### src/rtl/sh_ext_mem_ctrl_if.sv
// sh_ext_mem_ctrl_if -- external memory request bus between the controller and a memory model.
//   MEM_A   [26:0] latched access address          (controller -> memory)
//   MEM_D   [31:0] latched write data              (controller -> memory)
//   MEM_BE  [3:0]  active-high byte enables        (controller -> memory)
//   MEM_WE         1 = write, 0 = read             (controller -> memory)
//   MEM_CS  [1:0]  serviced area index             (controller -> memory)
//   MEM_REQ        one-CE_R-tick request strobe    (controller -> memory)
//   MEM_Q   [31:0] read data                       (memory -> controller)
//   MEM_ACK        one-cycle completion strobe     (memory -> controller)
// Modport master is the controller side, slave is the memory side.
interface sh_ext_mem_ctrl_if;
    logic [26:0] MEM_A;
    logic [31:0] MEM_D;
    logic [3:0]  MEM_BE;
    logic        MEM_WE;
    logic [1:0]  MEM_CS;
    logic        MEM_REQ;
    logic [31:0] MEM_Q;
    logic        MEM_ACK;

    modport master (
        output MEM_A, MEM_D, MEM_BE, MEM_WE, MEM_CS, MEM_REQ,
        input  MEM_Q, MEM_ACK
    );

    modport slave (
        input  MEM_A, MEM_D, MEM_BE, MEM_WE, MEM_CS, MEM_REQ,
        output MEM_Q, MEM_ACK
    );
endinterface

### src/rtl/sh_ext_mem_ctrl.sv
// sh_ext_mem_ctrl -- bridges SH-style CPU bus cycles on areas CS0..CS3 to a request/ack memory.
//   CLK, RST_N       clock, asynchronous active-low reset
//   CE_R, CE_F       rising / falling phase clock enables (all state moves on CE_R)
//   A, DO, DI        CPU address, CPU write data, read data returned to CPU
//   BS_N, CSn_N      bus start and area selects; RD_WR_N 1 = read; RD_N read strobe
//   WE_N[3:0]        byte write strobes, WE_N[3] = D31-24
//   WAIT_N           wait request to CPU, combinational so it is seen in T1
//   TOUT             one-CE_R-tick pulse when an access is force-completed
//   mem              memory request bus (master side)
module sh_ext_mem_ctrl #(
    parameter logic [3:0]  CS_MASK = 4'b1111,
    parameter int unsigned TIMEOUT = 255
) (
    input  logic                     CLK,
    input  logic                     RST_N,
    input  logic                     CE_R,
    input  logic                     CE_F,
    input  logic [26:0]              A,
    input  logic [31:0]              DO,
    output logic [31:0]              DI,
    input  logic                     BS_N,
    input  logic                     CS0_N,
    input  logic                     CS1_N,
    input  logic                     CS2_N,
    input  logic                     CS3_N,
    input  logic                     RD_WR_N,
    input  logic                     RD_N,
    input  logic [3:0]               WE_N,
    output logic                     WAIT_N,
    output logic                     TOUT,
    sh_ext_mem_ctrl_if.master        mem
);

    // At least 8 bits, wider only when TIMEOUT needs it.
    localparam int unsigned CntW = (TIMEOUT > 255) ? $clog2(TIMEOUT) + 1 : 8;

    localparam logic [1:0] IDLE     = 2'd0;
    localparam logic [1:0] REQ      = 2'd1;
    localparam logic [1:0] WAIT_ACK = 2'd2;
    localparam logic [1:0] DONE     = 2'd3;

    logic [1:0]      state_q, state_d;
    logic [CntW-1:0] cnt_q, cnt_d, cnt_inc;
    logic            timed_out;
    logic [3:0]      cs_act;
    logic            start;
    logic [1:0]      area;

    logic [26:0] mem_a_q;
    logic [31:0] mem_d_q;
    logic [3:0]  mem_be_q;
    logic        mem_we_q;
    logic [1:0]  mem_cs_q;
    logic [31:0] di_q;
    logic        tout_q;

    // Only areas enabled in CS_MASK can start an access.
    assign cs_act = ~{CS3_N, CS2_N, CS1_N, CS0_N} & CS_MASK;
    assign start  = ~BS_N & (|cs_act);

    // Lowest-numbered active area wins.
    always_comb begin
        area = 2'd0;
        if (cs_act[0]) begin
            area = 2'd0;
        end else if (cs_act[1]) begin
            area = 2'd1;
        end else if (cs_act[2]) begin
            area = 2'd2;
        end else if (cs_act[3]) begin
            area = 2'd3;
        end
    end

    // Saturating increment; timeout fires on the TIMEOUT-th unanswered WAIT_ACK tick.
    assign cnt_inc   = (&cnt_q) ? cnt_q : cnt_q + 1'b1;
    assign timed_out = 64'(cnt_inc) >= 64'(TIMEOUT);

    always_comb begin
        state_d = state_q;
        cnt_d   = cnt_q;
        case (state_q)
            IDLE: begin
                if (start) state_d = REQ;
            end
            REQ: begin
                // MEM_ACK is deliberately not looked at here.
                state_d = WAIT_ACK;
                cnt_d   = '0;
            end
            WAIT_ACK: begin
                if (mem.MEM_ACK) begin
                    state_d = DONE;
                end else begin
                    cnt_d = cnt_inc;
                    if (timed_out) state_d = DONE;
                end
            end
            DONE: begin
                state_d = IDLE;
            end
            default: begin
                state_d = IDLE;
            end
        endcase
    end

    always_ff @(posedge CLK or negedge RST_N) begin
        if (!RST_N) begin
            state_q  <= IDLE;
            cnt_q    <= '0;
            mem_a_q  <= '0;
            mem_d_q  <= '0;
            mem_be_q <= '0;
            mem_we_q <= 1'b0;
            mem_cs_q <= '0;
            di_q     <= '0;
            tout_q   <= 1'b0;
        end else if (CE_R) begin
            state_q <= state_d;
            cnt_q   <= cnt_d;
            tout_q  <= (state_q == WAIT_ACK) && !mem.MEM_ACK && timed_out;
            if (state_q == IDLE && start) begin
                mem_a_q  <= A;
                mem_d_q  <= DO;
                mem_we_q <= ~RD_WR_N;
                mem_be_q <= RD_WR_N ? 4'b1111 : ~WE_N;
                mem_cs_q <= area;
            end
            // Writes never touch DI, so the last read value stays visible.
            if (state_q == WAIT_ACK && !mem_we_q) begin
                if (mem.MEM_ACK) begin
                    di_q <= mem.MEM_Q;
                end else if (timed_out) begin
                    di_q <= 32'hFFFF_FFFF;
                end
            end
        end
    end

    // Reset overrides a pending start so WAIT_N is released while RST_N is low.
    assign WAIT_N = ~(RST_N & ((state_q == REQ) || (state_q == WAIT_ACK) ||
                               ((state_q == IDLE) && start)));

    assign mem.MEM_REQ = (state_q == REQ);
    assign mem.MEM_A   = mem_a_q;
    assign mem.MEM_D   = mem_d_q;
    assign mem.MEM_BE  = mem_be_q;
    assign mem.MEM_WE  = mem_we_q;
    assign mem.MEM_CS  = mem_cs_q;
    assign DI          = di_q;
    assign TOUT        = tout_q;

    // Falling-phase enable and read strobe carry no extra information for this protocol.
    logic unused_inputs;
    assign unused_inputs = ^{CE_F, RD_N};

endmodule

### src/flat_wrapper.sv
// flat-port wrapper written by rule: the top's interface ports become plain ports
module sh_ext_mem_ctrl_flat 
#(
    parameter logic [3:0]  CS_MASK = 4'b1111,
    parameter int unsigned TIMEOUT = 255
)
  (CLK, RST_N, CE_R, CE_F, A, DO, DI, BS_N, CS0_N, CS1_N, CS2_N, CS3_N, RD_WR_N, RD_N, WE_N, WAIT_N, TOUT, mem_MEM_A, mem_MEM_D, mem_MEM_BE, mem_MEM_WE, mem_MEM_CS, mem_MEM_REQ, mem_MEM_Q, mem_MEM_ACK);
  sh_ext_mem_ctrl_if mem_i ();
  input  logic CLK;
  input  logic RST_N;
  input  logic CE_R;
  input  logic CE_F;
  input  logic [26:0] A;
  input  logic [31:0] DO;
  output logic [31:0] DI;
  input  logic BS_N;
  input  logic CS0_N;
  input  logic CS1_N;
  input  logic CS2_N;
  input  logic CS3_N;
  input  logic RD_WR_N;
  input  logic RD_N;
  input  logic [3:0] WE_N;
  output logic WAIT_N;
  output logic TOUT;
  output wire logic [$bits(mem_i.MEM_A)-1:0] mem_MEM_A;
  output wire logic [$bits(mem_i.MEM_D)-1:0] mem_MEM_D;
  output wire logic [$bits(mem_i.MEM_BE)-1:0] mem_MEM_BE;
  output wire logic [$bits(mem_i.MEM_WE)-1:0] mem_MEM_WE;
  output wire logic [$bits(mem_i.MEM_CS)-1:0] mem_MEM_CS;
  output wire logic [$bits(mem_i.MEM_REQ)-1:0] mem_MEM_REQ;
  input wire logic [$bits(mem_i.MEM_Q)-1:0] mem_MEM_Q;
  input wire logic [$bits(mem_i.MEM_ACK)-1:0] mem_MEM_ACK;
  assign mem_MEM_A = mem_i.MEM_A;
  assign mem_MEM_D = mem_i.MEM_D;
  assign mem_MEM_BE = mem_i.MEM_BE;
  assign mem_MEM_WE = mem_i.MEM_WE;
  assign mem_MEM_CS = mem_i.MEM_CS;
  assign mem_MEM_REQ = mem_i.MEM_REQ;
  assign mem_i.MEM_Q = mem_MEM_Q;
  assign mem_i.MEM_ACK = mem_MEM_ACK;
  sh_ext_mem_ctrl #(.CS_MASK(CS_MASK), .TIMEOUT(TIMEOUT)) u_core (.CLK(CLK), .RST_N(RST_N), .CE_R(CE_R), .CE_F(CE_F), .A(A), .DO(DO), .DI(DI), .BS_N(BS_N), .CS0_N(CS0_N), .CS1_N(CS1_N), .CS2_N(CS2_N), .CS3_N(CS3_N), .RD_WR_N(RD_WR_N), .RD_N(RD_N), .WE_N(WE_N), .WAIT_N(WAIT_N), .TOUT(TOUT), .mem(mem_i));
endmodule
### config.mk
export PLATFORM = sky130hd
export DESIGN_NAME = sh_ext_mem_ctrl_flat
export DESIGN_NICKNAME = d
export VERILOG_FILES = /design/src/rtl/sh_ext_mem_ctrl_if.sv /design/src/rtl/sh_ext_mem_ctrl.sv /design/src/flat_wrapper.sv
export SDC_FILE = /design/constraint.sdc
export NUM_CORES = 1
export LEC_CHECK = 0
export BUFFER_PORTS_ARGS = -buffer_cell sky130_fd_sc_hd__buf_2
export CAP_MARGIN = 0
export CORE_MARGIN = 2
export CORE_UTILIZATION = 35
export DETAILED_ROUTE_END_ITERATION = 12
export SETUP_SLACK_MARGIN = 0.2
export SYNTH_ARGS = -nofsm -noshare
export SYNTH_HDL_FRONTEND = slang
export SYNTH_SLANG_ARGS = --single-unit
### constraint.sdc
create_clock -name CLK -period 1.95 [get_ports CLK]
set_clock_uncertainty 0.05 [all_clocks]
set_input_delay 0.2925 -clock CLK [delete_from_list [all_inputs] [get_ports CLK]]
set_output_delay 0.2925 -clock CLK [all_outputs]
set_load 0.02 [all_outputs]
==> flow_summary.toml, run 1 <==
[status]
outcome = "finished, final reports clean"

[placed_design]
dp_hpwl_um = 8724
dp.cells = 766
placed_area_sq_mm = 0.006095
io_buffers = 205
place_congestion = 0.8978

[grt]
grt_pass1_vias = 3799
grt_util_met1_pct = 21.17
antenna_found_initial = 0
grt_max_degree = 110
grt_busiest_layer = "met2"
use_met3_pct = 5.133
grt.overflow.total = 0
grt_use_total_pct = 16.86
grt_pass1_wl_um = 19160
grt_use_met2_pct = 27.27

[finish]
syn2layout_area_growth_pct = 47.32
fill_cells = 1167
final_core_util_pct = 52.71
final_nets = 726
final_cell_mix = "203 x buf_2, 107 x dfrtp_1, 59 x mux2_4"
fin_cells = 796
fin_area_sq_mm = 0.006953
final_common_cell = "buf_2"
antenna_cells = 0
drive_above_1_share_pct = 59.84

[floorplanning]
pin_count = 208
core_area_sq_mm = 0.01319
die_x_um = 120.1
dieHeight_um = 120.1
dieArea_sq_mm = 0.01443
initial_core_util_pct = 35.78
rows = 42

[timing]
drv_slew = 0
fin_crit_sh_pct = 99.78
worstMarginPinSlew_ns = 0.6457
fmax_ghz = 0.5140
setup_viol = 0
slew_headroom_pct = 56.95
min_period_ns = 1.946
fin_setup_tns_ns = 0
hold_viol_final = 0
whs_ns = 0.1145
rsz0062_at_grt = "true"

[detailed_routing]
vias_per_cell = 4.956
drc = 0
drt_pass1_iterations = 4
ant_nets = 0
drt-total-wl_um = 13240
wire_per_inst_um = 16.63
vias = 3945
drt_iter0_markers = 276

[setup_path]
cp-end-kind = "flop"
worst_setup_path_start_kind = "flop"
r2r-start = "u_core.cnt_q[0]"
critPathKind = "reg2reg"
startpoint = "u_core.cnt_q[0]"
crit_required_ns = 2.18
worstPathArrival_ns = 2.17
crit_fanout = 12

[yosys]
syn_avg_cell_area_sq_um = 12.23
ys_seq_area_share_pct = 57.79
synthArstFlopShare_pct = 100.0
synth.top_cell.area_share_pct = 57.79
synthCells = 386
synth_enable_flop_cells = 0
synth.area.top_cells = "dfrtp_1 58%, mux2_2 14%, a21oi_2 5.4%"
synth_nets = 497
synth_top_area_cell = "dfrtp_1"
synthesis.area_sq_mm = 0.004720
ys.flop_type = "dfrtp_1"
ys_warn_count = 0
ys_ff_latch = 109
ys_types = 40

[clock_tree]
cts_buffer_depth = 2
clk_latency_ns = 0.35
cts_htree_levels = 3
cts_inserted_buffers = 9
cts_root_buf = "clkbuf_16"
worst_setup_hold_path_clk_slew_ns = 0.08
cts.sinks = 109
cts_tree = "done"

[flow_run]
drv_cap = 0

[min_path]
hold_path.class = "in2reg"
hold_start = "DO[3]"

[pwr]
vdd_ir_drop_max_mv = 0.7696
powerDensity_mw_per_mm2 = 1534
p_leak_uw = 0.003612
[power by group]
| group | total (uW) | internal [uW] | switching, uW |
|---|---|---|---|
| logic | 4990 | 2330 | 2660 |
| clock network | 1900 | 1020 | 886 |
| registers | 3770 | 3200 | 577 |
[through the flow]
step / setup WS (ns) / power, uW
after floorplan: 0.05931 / 6439
after global placement: 0.04482 / 7923
after detailed placement: 0.02637 / 8039
after CTS: 0.05231 / 10080
after global routing: -0.09638 / 11300
final: 0.004365 / 10670
[timing repair]
item / 4_1_cts / 5_1_grt
buffers inserted: 6 / 4
pin swaps: 6 / 8
gates resized for setup: 20 / 78
endpoints found under the hold margin: 24 / 0
cloned: 1 / 2
setup endpoints to repair: 99 / 43
hold buffers: 1 / 0
[state kept, by name, summed over array words and instances (netlist names)]
register and cells:
u_core.mem.MEM_WE 1, u_core.state_q 2, u_core.cnt_q 8, u_core.mem.MEM_BE 4, u_core.DI 32, u_core.mem.MEM_D 32, u_core.TOUT 1, u_core.mem.MEM_CS 2
u_core.mem.MEM_A 27
[final cells by class]
cell class | instances | area [sq um] | share of cell area (%)
clock buffers | 9 | 225.2 | 3.239
well taps | 176 | 220.2 | 3.167
inverters | 5 | 18.77 | 0.2699
flip-flops and latches | 109 | 2730 | 39.27
clock inverters | 7 | 80.08 | 1.152
repair buffers | 240 | 1448 | 20.82
multi-input cells | 250 | 2231 | 32.09
[logic make-up (layout without fill, tap and decap cells)]
kind of cell	Yosys count	after routing	synth area share, %
and+or+nand+nor	78	78	7.582
DFF	109	109	57.79
buffers and inverters	27	261	2.890
AOI/OAI and AO/OA	106	106	15.99
adders and majority gates	4	4	1.060
xor gates and xnor gates	2	2	0.3712
muxes	60	60	14.32
[layer usage]
layer | vias up | share of wire (%)
met5 | - | 0
met4 | 0 | 2.3
met3 | 24 | 6.6
met2 | 140 | 49
met1 | 1937 | 42
li1 | 1844 | -
[final timing paths]
path	end	slack [ns]	cells past startpoint
max	u_core.DI[20]	0.004	7
min	u_core.mem.MEM_D[3]	0.11	2
max reg2reg	u_core.DI[20]	0.004	7
min reg2reg	u_core.mem.MEM_BE[2]	0.43	2
max in group asynchronous	u_core.cnt_q[2]	0.84	3
min in group asynchronous	u_core.state_q[0]	0.44	3
[worst max-delay path, cell delays in order, from the launching register on]
cell and delay (ns):
dfrtp_2 0.44, ha_4 0.19, xor2_4 0.16, a32oi_2 0.14, a2111oi_4 0.41, nand2_4 0.16, buf_12 0.19, a21oi_2 0.12
[cell usage after synthesis, types with 2 or more instances]
master,count
and3_1,2
a31oi_1,3
nand4_1,3
buf_2,7
a21oi_1,10
clkbuf_1,11
nand2_1,19
inv_1,5
a21oi_2,29
nor2b_1,6
nor3_1,2
and2_1,2
nor2_1,37
o211ai_1,2
ha_1,4
mux2_2,60
o22ai_1,32
dfrtp_1,109
o21ai_0,19
buf_6,3
and4_1,2
Note: power is estimated with default switching activity, not from simulation.
==> run 2: changes to the inputs <==
--- a/constraint.sdc
+++ b/constraint.sdc
@@ -3,3 +3,3 @@
 set_input_delay 0.2925 -clock CLK [delete_from_list [all_inputs] [get_ports CLK]]
 set_output_delay 0.2925 -clock CLK [all_outputs]
-set_load 0.02 [all_outputs]
+set_load 0.1 [all_outputs]
==> run 2 against run 1 <==
Critical path depth stayed put. First-iteration DRC count is 54% lower. Global-route usage is 0.18 points higher. Core utilization is 2.1 points lower. Flip-flop and latch count stayed put. Sequential share of layout area is 1.6 points higher. Non-clock buffer count is 4 lower. Critical path type unchanged. Critical endpoint is now u_core.state_q[0]. Largest cell class unchanged. Highest routed layer unchanged.
==> flow_summary.toml, run 2 (same netlist as run 1, synthesis figures left out) <==
[status]
outcome = "finished, final reports clean"

[grt]
antenna_found_initial = 0
grt_pass1_wl_um = 19400
grt_max_degree = 52
grt_use_total_pct = 17.04
grt.overflow.total = 0
grt_pass1_vias = 3907

[timing]
slew_headroom_pct = 56.57
layout_setup_ws_ns = 0.07300
setup_viol = 0
hold_viol_final = 0
min_period_ns = 1.877
drv_slew = 0
fin_crit_sh_pct = 96.26
fmax_ghz = 0.5328
rsz0062_at_grt = "true"
fin_setup_tns_ns = 0
worstMarginPinSlew_ns = 0.6514

[setup_path]
worst_setup_path_start_kind = "flop"
cp-end-kind = "flop"
worstPathArrival_ns = 2.10
critPathKind = "reg2reg"
crit_required_ns = 2.17
crit_fanout = 4

[clock_tree]
cts_inserted_buffers = 9
cts_htree_levels = 3
cts_buffer_depth = 2
cts_root_buf = "clkbuf_16"
clk_latency_ns = 0.34
worst_setup_hold_path_clk_slew_ns = 0.07
cts_tree = "done"
cts.sinks = 109

[flow_run]
drv_cap = 0

[placed_design]
placed_area_sq_mm = 0.006137
dp_hpwl_um = 8834
place_congestion = 0.7976
io_buffers = 205
dp_slack_ns = -0.04373

[finish]
antenna_cells = 0
fill_cells = 1227
final_cell_mix = "202 x buf_2, 106 x dfrtp_1, 60 x mux2_2"
syn2layout_area_growth_pct = 41.49
fin_area_sq_mm = 0.006678
drive_above_1_share_pct = 59.42
final_common_cell = "buf_2"
ff_latch_area_sq_mm = 0.002731
multi_input_area_sq_mm = 0.001988
final_nets = 722
final_core_util_pct = 50.63

[min_path]
hold_path.class = "in2reg"

[detailed_routing]
drc = 0
vias = 3882
drt_pass1_iterations = 6
wire_per_inst_um = 15.34
ant_nets = 0
drt_iter0_markers = 127
vias_per_cell = 4.902
drt-total-wl_um = 12150

[floorplanning]
die_x_um = 120.1
pin_count = 208
rows = 42
dieArea_sq_mm = 0.01443
core_area_sq_mm = 0.01319
dieHeight_um = 120.1
initial_core_util_pct = 35.78
[run 2: cell count changes in the layout (fill, tap and decap cells not counted), moves of 2 or more]
cell,change
mux2_2,+59
mux2_4,-59
buf_6,-7
buf_4,+4
o21ai_0,-2
o21ai_1,+2
[run 2: stage by stage]
step           instances  hold slack (ns)
2_1_floorplan        386         -0.05309
3_3_place_gp         768           0.1124
3_5_place_dp         768           0.1150
4_1_cts              788           0.1056
5_1_grt              792           0.1112
6_report             792           0.1201
[run 2: final timing paths]
check                                     start              endpoint  slack [ns]  cells after the start
setup reg to reg                u_core.cnt_q[1]     u_core.state_q[0]        0.07                      7
hold / removal                           DO[25]  u_core.mem.MEM_D[25]        0.12                      2
max in group asynchronous                 RST_N     u_core.mem.MEM_WE        0.61                      3
hold reg to reg            u_core.mem.MEM_BE[2]  u_core.mem.MEM_BE[2]        0.43                      2
min in group asynchronous                 RST_N          u_core.DI[5]        0.29                      2
setup / recovery                u_core.cnt_q[1]     u_core.state_q[0]        0.07                      7
[run 2: area by class of cell]
| class | count | area share, % |
|---|---|---|
| tap | 176 | 3.298 |
| inverter | 5 | 0.2811 |
| sequential | 109 | 40.90 |
| clock inverter | 6 | 1.405 |
| timing repair buffer | 236 | 20.76 |
| multi-input combinational | 250 | 29.77 |
| clock buffer | 10 | 3.579 |
[run 2: repair_timing]
item / 4_1_cts / 5_1_grt
endpoints found under the setup margin: 100 / 101
gates resized for setup: 14 / 13
pin swaps: 4 / 1
buffers inserted: 2 / 2
hold buffers: 1 / 0
hold endpoints to repair: 11 / 0
gates cloned: 1 / 2
[run 2: per-layer routing]
metal  track usage, %  routed length [um]
met1            21.72                5112
met2            27.91                5906
met3            3.470                 856
met5                0                   0
met4            7.721                 271
[run 2: worst max-delay path, cell delays in order (launching register included)]
cell       delay (ns)
dfrtp_1          0.40
buf_4            0.15
and3_4           0.18
o211ai_1         0.13
a2111oi_4        0.43
nand2_4          0.13
buf_4            0.17
a31oi_4          0.16
Power of run 2 is not shown: default switching activity piles up to over one toggle a cycle in this logic, so the estimate is an artifact.
==> run 3: changes to the inputs <==
- CORE_UTILIZATION: 35 -> 43
- CTS_BUF_LIST: unset -> sky130_fd_sc_hd__clkbuf_16
- PLACE_DENSITY: unset -> 0.77
==> run 3 against run 2 <==
The run now ends with negative hold slack left. Wire length is 1.9% higher. Cell area shrank 1.9%. First-iteration DRC count up 94%. Core utilization rose by 10 points. Register-to-register slack is essentially flat. Via count up 0.52%. Critical endpoint is now u_core.DI[25]. Highest routed layer unchanged.
==> flow_summary.toml, run 3 (same netlist as run 1, synthesis figures left out) <==
[status]
outcome = "finished with violations"
violations = "negative hold slack"

[grt]
antenna_found_initial = 0
grt_use_total_pct = 19.96
grt_pass1_wl_um = 18370
grt_pass1_vias = 3708
grt.overflow.total = 0
grt_max_degree = 110

[timing]
rsz0062_at_grt = "true"
setup_viol = 0
slew_headroom_pct = 59.79
whs_ns = -0.03334
drv_slew = 0
min_period_ns = 1.881
worstMarginPinSlew_ns = 0.6031
fmax_ghz = 0.5316
hold_viol_final = 27
fin_crit_sh_pct = 96.46

[finish]
fin_cells = 755
drive_above_1_share_pct = 59.12
final_common_cell = "buf_2"
fill_cells = 869
final_cell_mix = "202 x buf_2, 106 x dfrtp_1, 60 x mux2_2"
syn2layout_area_growth_pct = 38.79
final_nets = 720

[setup_path]
cp.depth = 8
max_stage_delay_ns = 0.38
cp_num_buf_inv = 2
cp-end-kind = "flop"
path_delay_family = "simple AND/OR/NAND/NOR gates"
r2r-start = "u_core.cnt_q[1]"
worst_setup_path_start_kind = "flop"
startpoint = "u_core.cnt_q[1]"
path_cells = "ha_4 -> buf_4 -> nand4_1 -> nor3_1 -> a21o_1 -> nand2_4 -> buf_12 -> a21oi_2"
worstPathArrival_ns = 2.10
ff2ff_path_depth = 8
slowest_stage = "dfrtp_1"
crit_required_ns = 2.17
regToRegSetupSlack_ns = 0.07
crit_fanout = 17
critPathKind = "reg2reg"
r2r-end = "u_core.DI[25]"

[detailed_routing]
ant_nets = 0
vias = 3902
drt_iter0_markers = 247
vias_per_cell = 5.168
drt-total-wl_um = 12380
drt_pass1_iterations = 5
route.met3.wl_um = 855
met1Wirelength_um = 5124
wl_met2_um = 6238
drc = 0
routed.top_layer = "met4"
wire_per_inst_um = 16.39

[min_path]
hold_path.class = "in2async"

[placed_design]
io_buffers = 205
place_congestion = 0.8637
dp.cells = 729
dp_hpwl_um = 8506

[floorplanning]
pin_count = 208
die_x_um = 108.8
dieArea_sq_mm = 0.01183
rows = 38
dieHeight_um = 108.8
core_area_sq_mm = 0.01079
initial_core_util_pct = 43.73

[clock_tree]
clk_latency_ns = 0.35
cts_tree = "done"
cts_inserted_buffers = 9
cts_root_buf = "clkbuf_16"
cts_hold_buf = 0
cts.sinks = 109
worst_setup_hold_path_clk_slew_ns = 0.07
cts_htree_levels = 3
cts_buffer_depth = 2

[flow_run]
drv_cap = 0
[run 3: cell count changes in the layout (fill, tap and decap cells not counted), sizes merged]
| cell | previous run | this run |
|---|---|---|
| bufinv | 2 | 0 |
| inv | 7 | 8 |
| clkbuf | 12 | 10 |
| diode | 0 | 1 |
| clkinv | 2 | 4 |
| dlygate4sd3 | 1 | 0 |
[run 3: area by class of cell]
class                      instances  area, sq um  area share, %
tap                              140        175.2          2.674
multi-input combinational        250         1982          30.26
clock buffer                       9        225.2          3.438
timing repair buffer             234         1364          20.82
sequential                       109         2731          41.70
antenna                            1        2.502        0.03820
inverter                           5        18.77         0.2865
clock inverter                     7        51.30         0.7832
[run 3: worst max-delay path by stage]
stage	to	slack, ns
after detailed placement	u_core.DI[30]	0.04
after global placement	u_core.DI[19]	0.06
final	u_core.DI[25]	0.07
after global routing	u_core.DI[11]	-0.07
after CTS	WAIT_N	0.08
after floorplan	u_core.DI[11]	0.07
[run 3: per-layer routing]
layer	track usage (%)	vias to the layer above
met5	0	-
met1	25.39	1883
met3	4.423	14
li1	-	1843
met2	33.93	162
met4	6.410	0
[run 3: timing repair]
item	4_1_cts	5_1_grt
resized for setup	15	12
pin swaps	7	7
cloned	1	1
setup buffers	5	2
endpoints found under the setup margin	99	103
[run 3: stage by stage]
step | hold slack, ns | TNS (ns) | instance area (sq um) | setup WS [ns] | util (%)
after floorplan | -0.05309 | 0 | 4786 | 0.06557 | -
after global placement | 0.3939 | 0 | 6070 | 0.05963 | 56.24
after detailed placement | 0.4021 | 0 | 6070 | 0.03518 | 56.24
after CTS | 0.02806 | 0 | 6450 | 0.08057 | 59.76
after global routing | 0.04206 | -1.630 | 6548 | -0.07255 | 60.67
final | -0.03334 | 0 | 6550 | 0.06899 | 60.69
Power of run 3 is left out for the same reason.
